<file path="src/rtl/fpu_pkg.sv">
// Definitions shared by the FPU datapath blocks: operand classes, flag bit
// positions, exponent bias and the canonical quiet NaN.
package fpu_pkg;

    typedef enum logic [1:0] {
        CLS_ZERO   = 2'd0,
        CLS_NORMAL = 2'd1,
        CLS_INF    = 2'd2,
        CLS_NAN    = 2'd3
    } fclass_e;

    localparam int FLAG_INVALID   = 2;
    localparam int FLAG_OVERFLOW  = 1;
    localparam int FLAG_UNDERFLOW = 0;

    function automatic int bias(input int exp_w);
        return (1 << (exp_w - 1)) - 1;
    endfunction

    // Returned in the low exp_w+man_w+1 bits: {0, all-ones exponent, 1, zeros}.
    function automatic logic [63:0] canon_nan(input int exp_w, input int man_w);
        logic [63:0] v;
        v = ((64'd1 << exp_w) - 64'd1) << man_w;
        v = v | (64'd1 << (man_w - 1));
        return v;
    endfunction

endpackage

</file>
<file path="src/rtl/fmul_round.sv">
// Combinational round-and-pack stage: rounds a normalised significand, applies
// overflow/underflow saturation and resolves special operand classes.
module fmul_round
    import fpu_pkg::*;
#(
    parameter int EXP_W    = 8,
    parameter int MAN_W    = 23,
    parameter int ROUND_NE = 1
) (
    input  logic                      sign,
    input  logic signed [EXP_W+1:0]   exp_in,
    input  logic [MAN_W-1:0]          frac,
    input  logic                      guard,
    input  logic                      sticky,
    input  fclass_e                   cls1,
    input  fclass_e                   cls2,
    output logic [EXP_W+MAN_W:0]      result,
    output logic [2:0]                flags
);

    localparam int W = EXP_W + MAN_W + 1;
    localparam logic [63:0] NAN64 = canon_nan(EXP_W, MAN_W);
    localparam logic [W-1:0] NAN_W = NAN64[W-1:0];
    localparam logic signed [EXP_W+1:0] EXP_MAX = (EXP_W+2)'((1 << EXP_W) - 1);

    logic                    round_up;
    logic [MAN_W:0]          mant_r;
    logic signed [EXP_W+1:0] exp_r;

    always_comb begin
        round_up = (ROUND_NE != 0) && guard && (sticky || frac[0]);
        mant_r   = {1'b0, frac} + {{MAN_W{1'b0}}, round_up};
        // A carry-out leaves the kept fraction at zero, so only the exponent moves.
        exp_r    = mant_r[MAN_W] ? exp_in + (EXP_W+2)'(1) : exp_in;

        result = {sign, exp_r[EXP_W-1:0], mant_r[MAN_W-1:0]};
        flags  = 3'b000;

        if (cls1 == CLS_NAN || cls2 == CLS_NAN) begin
            result = NAN_W;
        end else if ((cls1 == CLS_INF && cls2 == CLS_ZERO) ||
                     (cls2 == CLS_INF && cls1 == CLS_ZERO)) begin
            result              = NAN_W;
            flags[FLAG_INVALID] = 1'b1;
        end else if (cls1 == CLS_INF || cls2 == CLS_INF) begin
            result = {sign, {EXP_W{1'b1}}, {MAN_W{1'b0}}};
        end else if (cls1 == CLS_ZERO || cls2 == CLS_ZERO) begin
            result = {sign, {(W-1){1'b0}}};
        end else if (!exp_r[EXP_W+1] && exp_r >= EXP_MAX) begin
            result               = {sign, {EXP_W{1'b1}}, {MAN_W{1'b0}}};
            flags[FLAG_OVERFLOW] = 1'b1;
        end else if (exp_r[EXP_W+1] || exp_r == '0) begin
            result                = {sign, {(W-1){1'b0}}};
            flags[FLAG_UNDERFLOW] = 1'b1;
        end
    end

endmodule

</file>
<file path="src/rtl/fmul_pipe.sv">
// Three-stage pipelined floating-point multiplier with valid/ready handshake.
// S1 unpacks and multiplies, S2 normalises, S3 registers the rounded result.
module fmul_pipe
    import fpu_pkg::*;
#(
    parameter int EXP_W    = 8,
    parameter int MAN_W    = 23,
    parameter int ROUND_NE = 1,
    parameter int TAG_W    = 4
) (
    input  logic                     clk,
    input  logic                     rst_n,
    input  logic                     in_valid,
    output logic                     in_ready,
    input  logic [EXP_W+MAN_W:0]     op1,
    input  logic [EXP_W+MAN_W:0]     op2,
    input  logic [TAG_W-1:0]         in_tag,
    output logic                     out_valid,
    input  logic                     out_ready,
    output logic [EXP_W+MAN_W:0]     result,
    output logic [TAG_W-1:0]         out_tag,
    output logic [2:0]               flags
);

    localparam int W  = EXP_W + MAN_W + 1;
    localparam int PW = 2 * (MAN_W + 1);
    localparam logic signed [EXP_W+1:0] BIAS_S = (EXP_W+2)'(bias(EXP_W));

    function automatic fclass_e classify(input logic [W-1:0] op);
        if (op[W-2:MAN_W] == '0) return CLS_ZERO;
        if (op[W-2:MAN_W] == '1) return (op[MAN_W-1:0] == '0) ? CLS_INF : CLS_NAN;
        return CLS_NORMAL;
    endfunction

    logic advance;

    logic                    s1_valid, s1_sign;
    logic signed [EXP_W+1:0] s1_exp;
    logic [PW-1:0]           s1_prod;
    fclass_e                 s1_cls1, s1_cls2;
    logic [TAG_W-1:0]        s1_tag;

    logic                    s2_valid, s2_sign, s2_guard, s2_sticky;
    logic signed [EXP_W+1:0] s2_exp;
    logic [MAN_W-1:0]        s2_frac;
    fclass_e                 s2_cls1, s2_cls2;
    logic [TAG_W-1:0]        s2_tag;

    logic [PW-1:0]           prod_n, norm_n;
    logic signed [EXP_W+1:0] exp1_n, exp2_n;
    logic [W-1:0]            rnd_result;
    logic [2:0]              rnd_flags;

    assign advance  = !out_valid || out_ready;
    assign in_ready = advance;

    always_comb begin
        prod_n = {1'b1, op1[MAN_W-1:0]} * {1'b1, op2[MAN_W-1:0]};
        exp1_n = $signed({2'b00, op1[W-2:MAN_W]}) + $signed({2'b00, op2[W-2:MAN_W]}) - BIAS_S;
        // Product lies in [1,4); align its leading one to the top bit.
        norm_n = s1_prod[PW-1] ? s1_prod : (s1_prod << 1);
        exp2_n = s1_prod[PW-1] ? s1_exp + (EXP_W+2)'(1) : s1_exp;
    end

    always_ff @(posedge clk or negedge rst_n) begin
        if (!rst_n) begin
            s1_valid  <= 1'b0;
            s1_sign   <= 1'b0;
            s1_exp    <= '0;
            s1_prod   <= '0;
            s1_cls1   <= CLS_ZERO;
            s1_cls2   <= CLS_ZERO;
            s1_tag    <= '0;
            s2_valid  <= 1'b0;
            s2_sign   <= 1'b0;
            s2_exp    <= '0;
            s2_frac   <= '0;
            s2_guard  <= 1'b0;
            s2_sticky <= 1'b0;
            s2_cls1   <= CLS_ZERO;
            s2_cls2   <= CLS_ZERO;
            s2_tag    <= '0;
            out_valid <= 1'b0;
            result    <= '0;
            out_tag   <= '0;
            flags     <= '0;
        end else if (advance) begin
            s1_valid  <= in_valid;
            s1_sign   <= op1[W-1] ^ op2[W-1];
            s1_exp    <= exp1_n;
            s1_prod   <= prod_n;
            s1_cls1   <= classify(op1);
            s1_cls2   <= classify(op2);
            s1_tag    <= in_tag;

            s2_valid  <= s1_valid;
            s2_sign   <= s1_sign;
            s2_exp    <= exp2_n;
            s2_frac   <= norm_n[PW-2 -: MAN_W];
            s2_guard  <= norm_n[PW-2-MAN_W];
            s2_sticky <= |norm_n[PW-3-MAN_W:0];
            s2_cls1   <= s1_cls1;
            s2_cls2   <= s1_cls2;
            s2_tag    <= s1_tag;

            out_valid <= s2_valid;
            result    <= rnd_result;
            out_tag   <= s2_tag;
            flags     <= rnd_flags;
        end
    end

    fmul_round #(
        .EXP_W    (EXP_W),
        .MAN_W    (MAN_W),
        .ROUND_NE (ROUND_NE)
    ) u_round (
        .sign   (s2_sign),
        .exp_in (s2_exp),
        .frac   (s2_frac),
        .guard  (s2_guard),
        .sticky (s2_sticky),
        .cls1   (s2_cls1),
        .cls2   (s2_cls2),
        .result (rnd_result),
        .flags  (rnd_flags)
    );

endmodule

</file>
<file path="config.mk">
export PLATFORM = sky130hd
export DESIGN_NAME = fmul_pipe
export DESIGN_NICKNAME = d
export VERILOG_FILES = /design/src/rtl/fpu_pkg.sv /design/src/rtl/fmul_round.sv /design/src/rtl/fmul_pipe.sv
export SDC_FILE = /design/constraint.sdc
export NUM_CORES = 2
export LEC_CHECK = 0
export CORE_ASPECT_RATIO = 1.1
export CORE_MARGIN = 4
export CORE_UTILIZATION = 30
export CTS_BUF_LIST = sky130_fd_sc_hd__clkbuf_4 sky130_fd_sc_hd__clkbuf_8
export CTS_CLUSTER_DIAMETER = 150
export DETAILED_ROUTE_END_ITERATION = 8
export GPL_ROUTABILITY_DRIVEN = 0
export HOLD_SLACK_MARGIN = 0.1
export PLACE_DENSITY_LB_ADDON = 0.12
export SLEW_MARGIN = 30
export SYNTH_ARGS = -nofsm -noshare
export SYNTH_HDL_FRONTEND = slang
export SYNTH_HIERARCHICAL = 1
export SYNTH_SLANG_ARGS = --single-unit
export TNS_END_PERCENT = 10
</file>
<file path="constraint.sdc">
create_clock -name clk -period 4.2 [get_ports clk]
set_clock_uncertainty 0.15 [all_clocks]
set_input_delay 0.42 -clock clk [delete_from_list [all_inputs] [get_ports clk]]
set_output_delay 0.42 -clock clk [all_outputs]
set_load 0.005 [all_outputs]
</file>
# ---- Word-level counts from Yosys, hierarchy flattened
# Cells that the tools add are included.
dict set report word_totals {
  output_inout_bits 41
  elab_cells 92
  register_bits 153
}
dict set report op_classes {
  n_lt_le_gt_ge 1
  n_bitwise 1
  n_eq_ne 6
  mul 1
  muxes 37
  reduce_logical 21
  add_sub_neg 5
}
# cell count
set op_table {}
lappend op_table {{2-to-1 mux 31 bit} 4}
lappend op_table {{2-to-1 mux 32 bit} 2}
lappend op_table {{multiplier 24 x 24 -> 48 bit} 1}
lappend op_table {{2-to-1 mux 47 bit} 1}
lappend op_table {{logical NOT 23 bit} 2}
lappend op_table {{adder 23 x 1 -> 24 bit} 1}
lappend op_table {{OR reduction 23 bit} 1}
lappend op_table {{2-to-1 mux 2 bit} 11}
lappend op_table {{adder 10 x 2 -> 10 bit, second input constant} 2}
lappend op_table {{2-to-1 mux 10 bit} 2}
lappend op_table {{== test 8 bit, second input constant} 2}
lappend op_table {{logical NOT 8 bit} 2}
lappend op_table {{2-to-1 mux 1 bit} 16}
lappend op_table {{greater-or-equal comparator 10 x 9 -> 1 bit, second input constant} 1}
lappend op_table {{logical NOT 10 bit} 1}
lappend op_table {{subtractor 9 x 7 -> 10 bit, second input constant} 1}
lappend op_table {{adder 8 x 8 -> 9 bit} 1}
lappend op_table {{== test 2 bit, second input constant} 4}
lappend op_table {{logical OR 1 bit} 7}
lappend op_table {{logical AND 1 bit} 4}
lappend op_table {{logical NOT 2 bit} 2}
lappend op_table {{2-to-1 mux 3 bit} 1}
lappend op_table {{logical NOT 1 bit} 2}
lappend op_table {{bitwise XOR 1 bit} 1}

# ---- Longest topological paths before layout
dict set report depth {
  ltp_word 12
  ltp_mapped 26
  depth_no_buf 24
}

# ---- By module
# The synthesis kept the hierarchy.
# mod cells_each area_per_inst_um2 instances
set modules_own_cells {}
lappend modules_own_cells {fmul_pipe 2846 25456.9 1}
lappend modules_own_cells {fmul_round 188 1287.5 1}

# ---- Least setup slack after synthesis
# Ideal clock, no wire load.
dict set report synth_path {
  path_type {input -> register}
  startpoint {input op2[12]}
  endpoint {register s1_prod[40]}
  cell_stages 25
  setup_time_ns 0.125
  t_arrival_ns 6.384
  path_slack_ns -2.459
  required_time_ns 3.925
  path_cell_list {clkbuf_1 inv_1 nor2_1 fa_1 inv_1 fa_1 inv_1 fa_1 inv_1 fa_1 inv_1 fa_1 fa_1 inv_1 fa_1 inv_1 ha_1 nand2_1 o21ai_1 a21oi_1 o31ai_4 a31oi_4 o221a_4 xnor2_1 mux2_2}
}
dict set report synth_between {
  elab_chain_cells 1
}
# element line_no
set synth_rtl {}
lappend synth_rtl {{from (decl)} fmul_pipe.sv:16} ;# input logic [EXP_W+MAN_W:0] op2,
lappend synth_rtl {{multiplier 24 x 24 -> 48 bit} fmul_pipe.sv:58} ;# prod_n = {1'b1, op1[MAN_W-1:0]} * {1'b1, op2[MAN_W-1:0]};
lappend synth_rtl {{to (signal assigned)} fmul_pipe.sv:91} ;# s1_prod <= prod_n;
lappend synth_rtl {{to (decl)} fmul_pipe.sv:39} ;# logic [PW-1:0] s1_prod;
# Every way passes these cells.
# A chain may end at the register's enable or synchronous reset.

# ---- Final worst setup path
dict set report layout_path {
  startpoint {input op2[3]}
  endpoint {register s1_prod[43]}
}
# The elaborated chain is that of the path after synthesis.

==> out/qor.csv <==
metric,value,unit
cell row count,114,
Post-Syn Instances,3034,
DRT iter0 DRCs,1155,
remaining antenna violation count,0,
fin area,35200,sq um
router iterations before antenna repair,5,
Max Clk Rate,0.156,GHz
mux cell area share after synthesis,0.0107,
H-tree Lvls,4,
clk buf depth,2,
XOR/XNOR Fraction of Synth Area,0.0301,
die height,321,microns
synthesized area per cell,8.81,sq um
critical path's most frequent cell,fa_1,
Core ar.,88100,sq um
CTS tree,yes,
ys async rst share,1.00,
Layout area overhead,31.5,%
CP required,4.43,ns
actual slew at the worst max-slew pin,1.02,ns
number of vias per cell,4.64,
Main synth FF type,dfrtp_1,
startpoint types,input port,
WL/cell,18.9,microns
Total Wirelength,88100,microns
syn_nets,3781,
fin nets,4223,
post-route insts no fill,4649,
DRC viols,0,
CTS Sinks,153,
Sequential Area,3830,sq um
largest stage delay on the critical path,0.57,ns
Tcrit/Tclk final,1.52,
"Hold Vio Cnt, Final",0,
clk_lat worst skew,0.46,ns
Global Route Usage Sum,0.187,
dpl hpwl,69100,microns
crit path kind,input port to register,
outcome,"complete, but fails checks",
WP data arrival,6.63,ns
Final WS setup,-2.20,ns
Worst-path clk slew,0.08,ns
MaxCap Viol Count,0,
setup TNS,-68.87,ns
layout cells sized above 1,0.233,
IO Pins,113,
vias,21600,
vias in the first global route,23400,
Final min period,6.40,ns
first-pass GRT wire length,137000,microns
"FF+latch count, synth",153,
top post-synthesis cells by area,"fa_1 (36%), dfrtp_1 (14%), ha_1 (9.0%)",
Placed Cells,4494,
YS warnings,6,
"Seq/Total Area, Yosys",0.143,
initial core utilization,0.303,
CTS Buf Count,17,
top cell type's share of synthesized area,0.362,
failing checks,negative setup slack,
Final Max Tran Viols,0,
number of I/O port buffers,112,
multi-input logic area,21400,sq um
Synth Cell Area,26700,sq um
"EDFF count, synth",0,
Synth Area in Simple Gates,0.193,
HP Class,register to register,
Max Fanout on Critical Path,8,
fill cell count,8851,
CP Capture Type,register,
initial antenna violation count,1,
GRT overflow,0,
CP max-delay cell,fa_1,
Synth Area in Adders,0.451,
root buffer cell,clkbuf_8,
Die Wd,293,microns
max_slew headroom,0.315,
main combinational cell family by area after synthesis,adder cells,
Placed Area,32100,sq um
unrepaired setup endpoints after global routing,true,
Synth Area in Compound Gates,0.0653,
Synth area leader,fa_1,
Cell variety after synth,86,
largest net degree at the start of global routing,170,
die area,94000,sq um
Final setup viols,40,
[critical path, delay by kind of cell]
family	cells	cell delay, ns
AOI/OAI and AO/OA	3	0.77
buffers and inverters	9	0.62
adders and majority gates	8	3.95
and+or+nand+nor	5	0.86
[cells by family after synthesis]
| kind of cell | after synthesis |
|---|---|
| xor gates and xnor gates | 91 |
| and+or+nand+nor | 1079 |
| muxes | 28 |
| AOI/OAI and AO/OA | 276 |
| adders and majority gates | 675 |
| DFF | 153 |
| buffers and inverters | 732 |
[placed cells by master (no fill, tap or decap), types with 16 or more instances in the layout]
| cell type | netlist | layout |
|---|---|---|
| a21o_1 | 23 | 23 |
| a21oi_1 | 85 | 58 |
| and2_1 | 259 | 221 |
| and2_4 | 0 | 38 |
| buf_12 | 0 | 56 |
| buf_16 | 0 | 16 |
| buf_4 | 3 | 340 |
| buf_6 | 6 | 43 |
| clkbuf_8 | 3 | 17 |
| clkdlybuf4s50_1 | 0 | 65 |
| dfrtp_1 | 153 | 153 |
| fa_1 | 483 | 454 |
| fa_2 | 0 | 29 |
| ha_1 | 192 | 158 |
| ha_4 | 0 | 33 |
| inv_1 | 584 | 545 |
| inv_2 | 0 | 33 |
| mux2i_1 | 26 | 26 |
| nand2_1 | 545 | 531 |
| nand3_1 | 24 | 22 |
| nand4_1 | 26 | 26 |
| nor2_1 | 113 | 109 |
| nor2_2 | 20 | 23 |
| nor4_1 | 24 | 21 |
| o21ai_0 | 71 | 64 |
| o21ai_1 | 24 | 21 |
| xnor2_1 | 45 | 38 |
| xor2_1 | 45 | 41 |
[through the flow]
stage,hold WS (ns),util,setup WS (ns)
2_1_floorplan,-0.0256,-,-2.05
3_3_place_gp,0.297,0.364,-3.11
3_5_place_dp,0.304,0.364,-3.15
4_1_cts,0.269,0.388,-2.22
5_1_grt,0.302,0.399,-2.32
6_report,0.314,0.399,-2.20
[final timing paths]
check,start,endpoint,slack (ns),cells after the start
max,op2[3],s1_prod[43]$_DFFE_PN0P_,-2.20,25
min,s2_sign$_DFFE_PN0P_,s2_sign$_DFFE_PN0P_,0.31,2
max reg2reg,s2_frac[0]$_DFFE_PN0P_,result[3]$_DFFE_PN0P_,0.82,12
min reg2reg,s2_sign$_DFFE_PN0P_,s2_sign$_DFFE_PN0P_,0.31,2
max in group asynchronous,rst_n,s1_prod[15]$_DFFE_PN0P_,2.50,3
min in group asynchronous,rst_n,result[11]$_DFFE_PN0P_,0.39,2
[state kept, by name, summed over array words and instances, names as in the netlist, 2 cells and up]
signal	count
s1_tag	4
s2_tag	4
result	32
out_tag	4
s1_cls2	2
s1_prod	48
s2_exp	10
s1_cls1	2
flags	3
s2_cls2	2
s2_cls1	2
s1_exp	10
s2_frac	23
[cells in the mapped netlist (all sizes together), types with 4 or more instances]
| cell type | number |
|---|---|
| inv | 584 |
| nand2 | 547 |
| fa | 483 |
| and2 | 259 |
| ha | 192 |
| dfrtp | 153 |
| nor2 | 133 |
| clkbuf | 132 |
| o21ai | 95 |
| a21oi | 85 |
| xnor2 | 46 |
| xor2 | 45 |
| nor4 | 29 |
| nand4 | 28 |
| mux2i | 26 |
| a21o | 25 |
| nand3 | 24 |
| nor3 | 18 |
| buf | 13 |
| a31oi | 10 |
| o21bai | 10 |
| and3 | 9 |
| and4 | 8 |
| nor2b | 8 |
| a211oi | 7 |
| o21a | 6 |
| o221ai | 4 |
| o22ai | 4 |
[layer usage]
metal	global-route usage	up-vias	share of wire	wire (microns)
met5	0	-	0	0
met4	0.0470	0	0.029	2530
met3	0.0195	97	0.038	3320
met2	0.322	476	0.48	42400
met1	0.252	10900	0.45	39800
li1	-	10100	-	-
[final cells by class]
cell class                      instances  area share
Clock inverter                         11     0.00359
Tap cell                             1160      0.0413
Inverter                              587      0.0638
Multi-Input combinational cell       2149       0.607
Clock buffer                           20     0.00729
Sequential cell                       153       0.109
Antenna cell                            1   0.0000711
Timing Repair Buffer                  568       0.168
[repair_timing]
item                                    4_1_cts  5_1_grt
hold buffers                                  1        0
resized for setup                           252      245
gates cloned                                 23        2
buffers inserted                             49       49
pin swaps                                    75      141
endpoints found under the hold margin        85        0
endpoints found under the setup margin       42       42
Power is left out: the tool's default activity adds up to more than one toggle a clock period on the data nets, which glitch-free logic cannot reach.
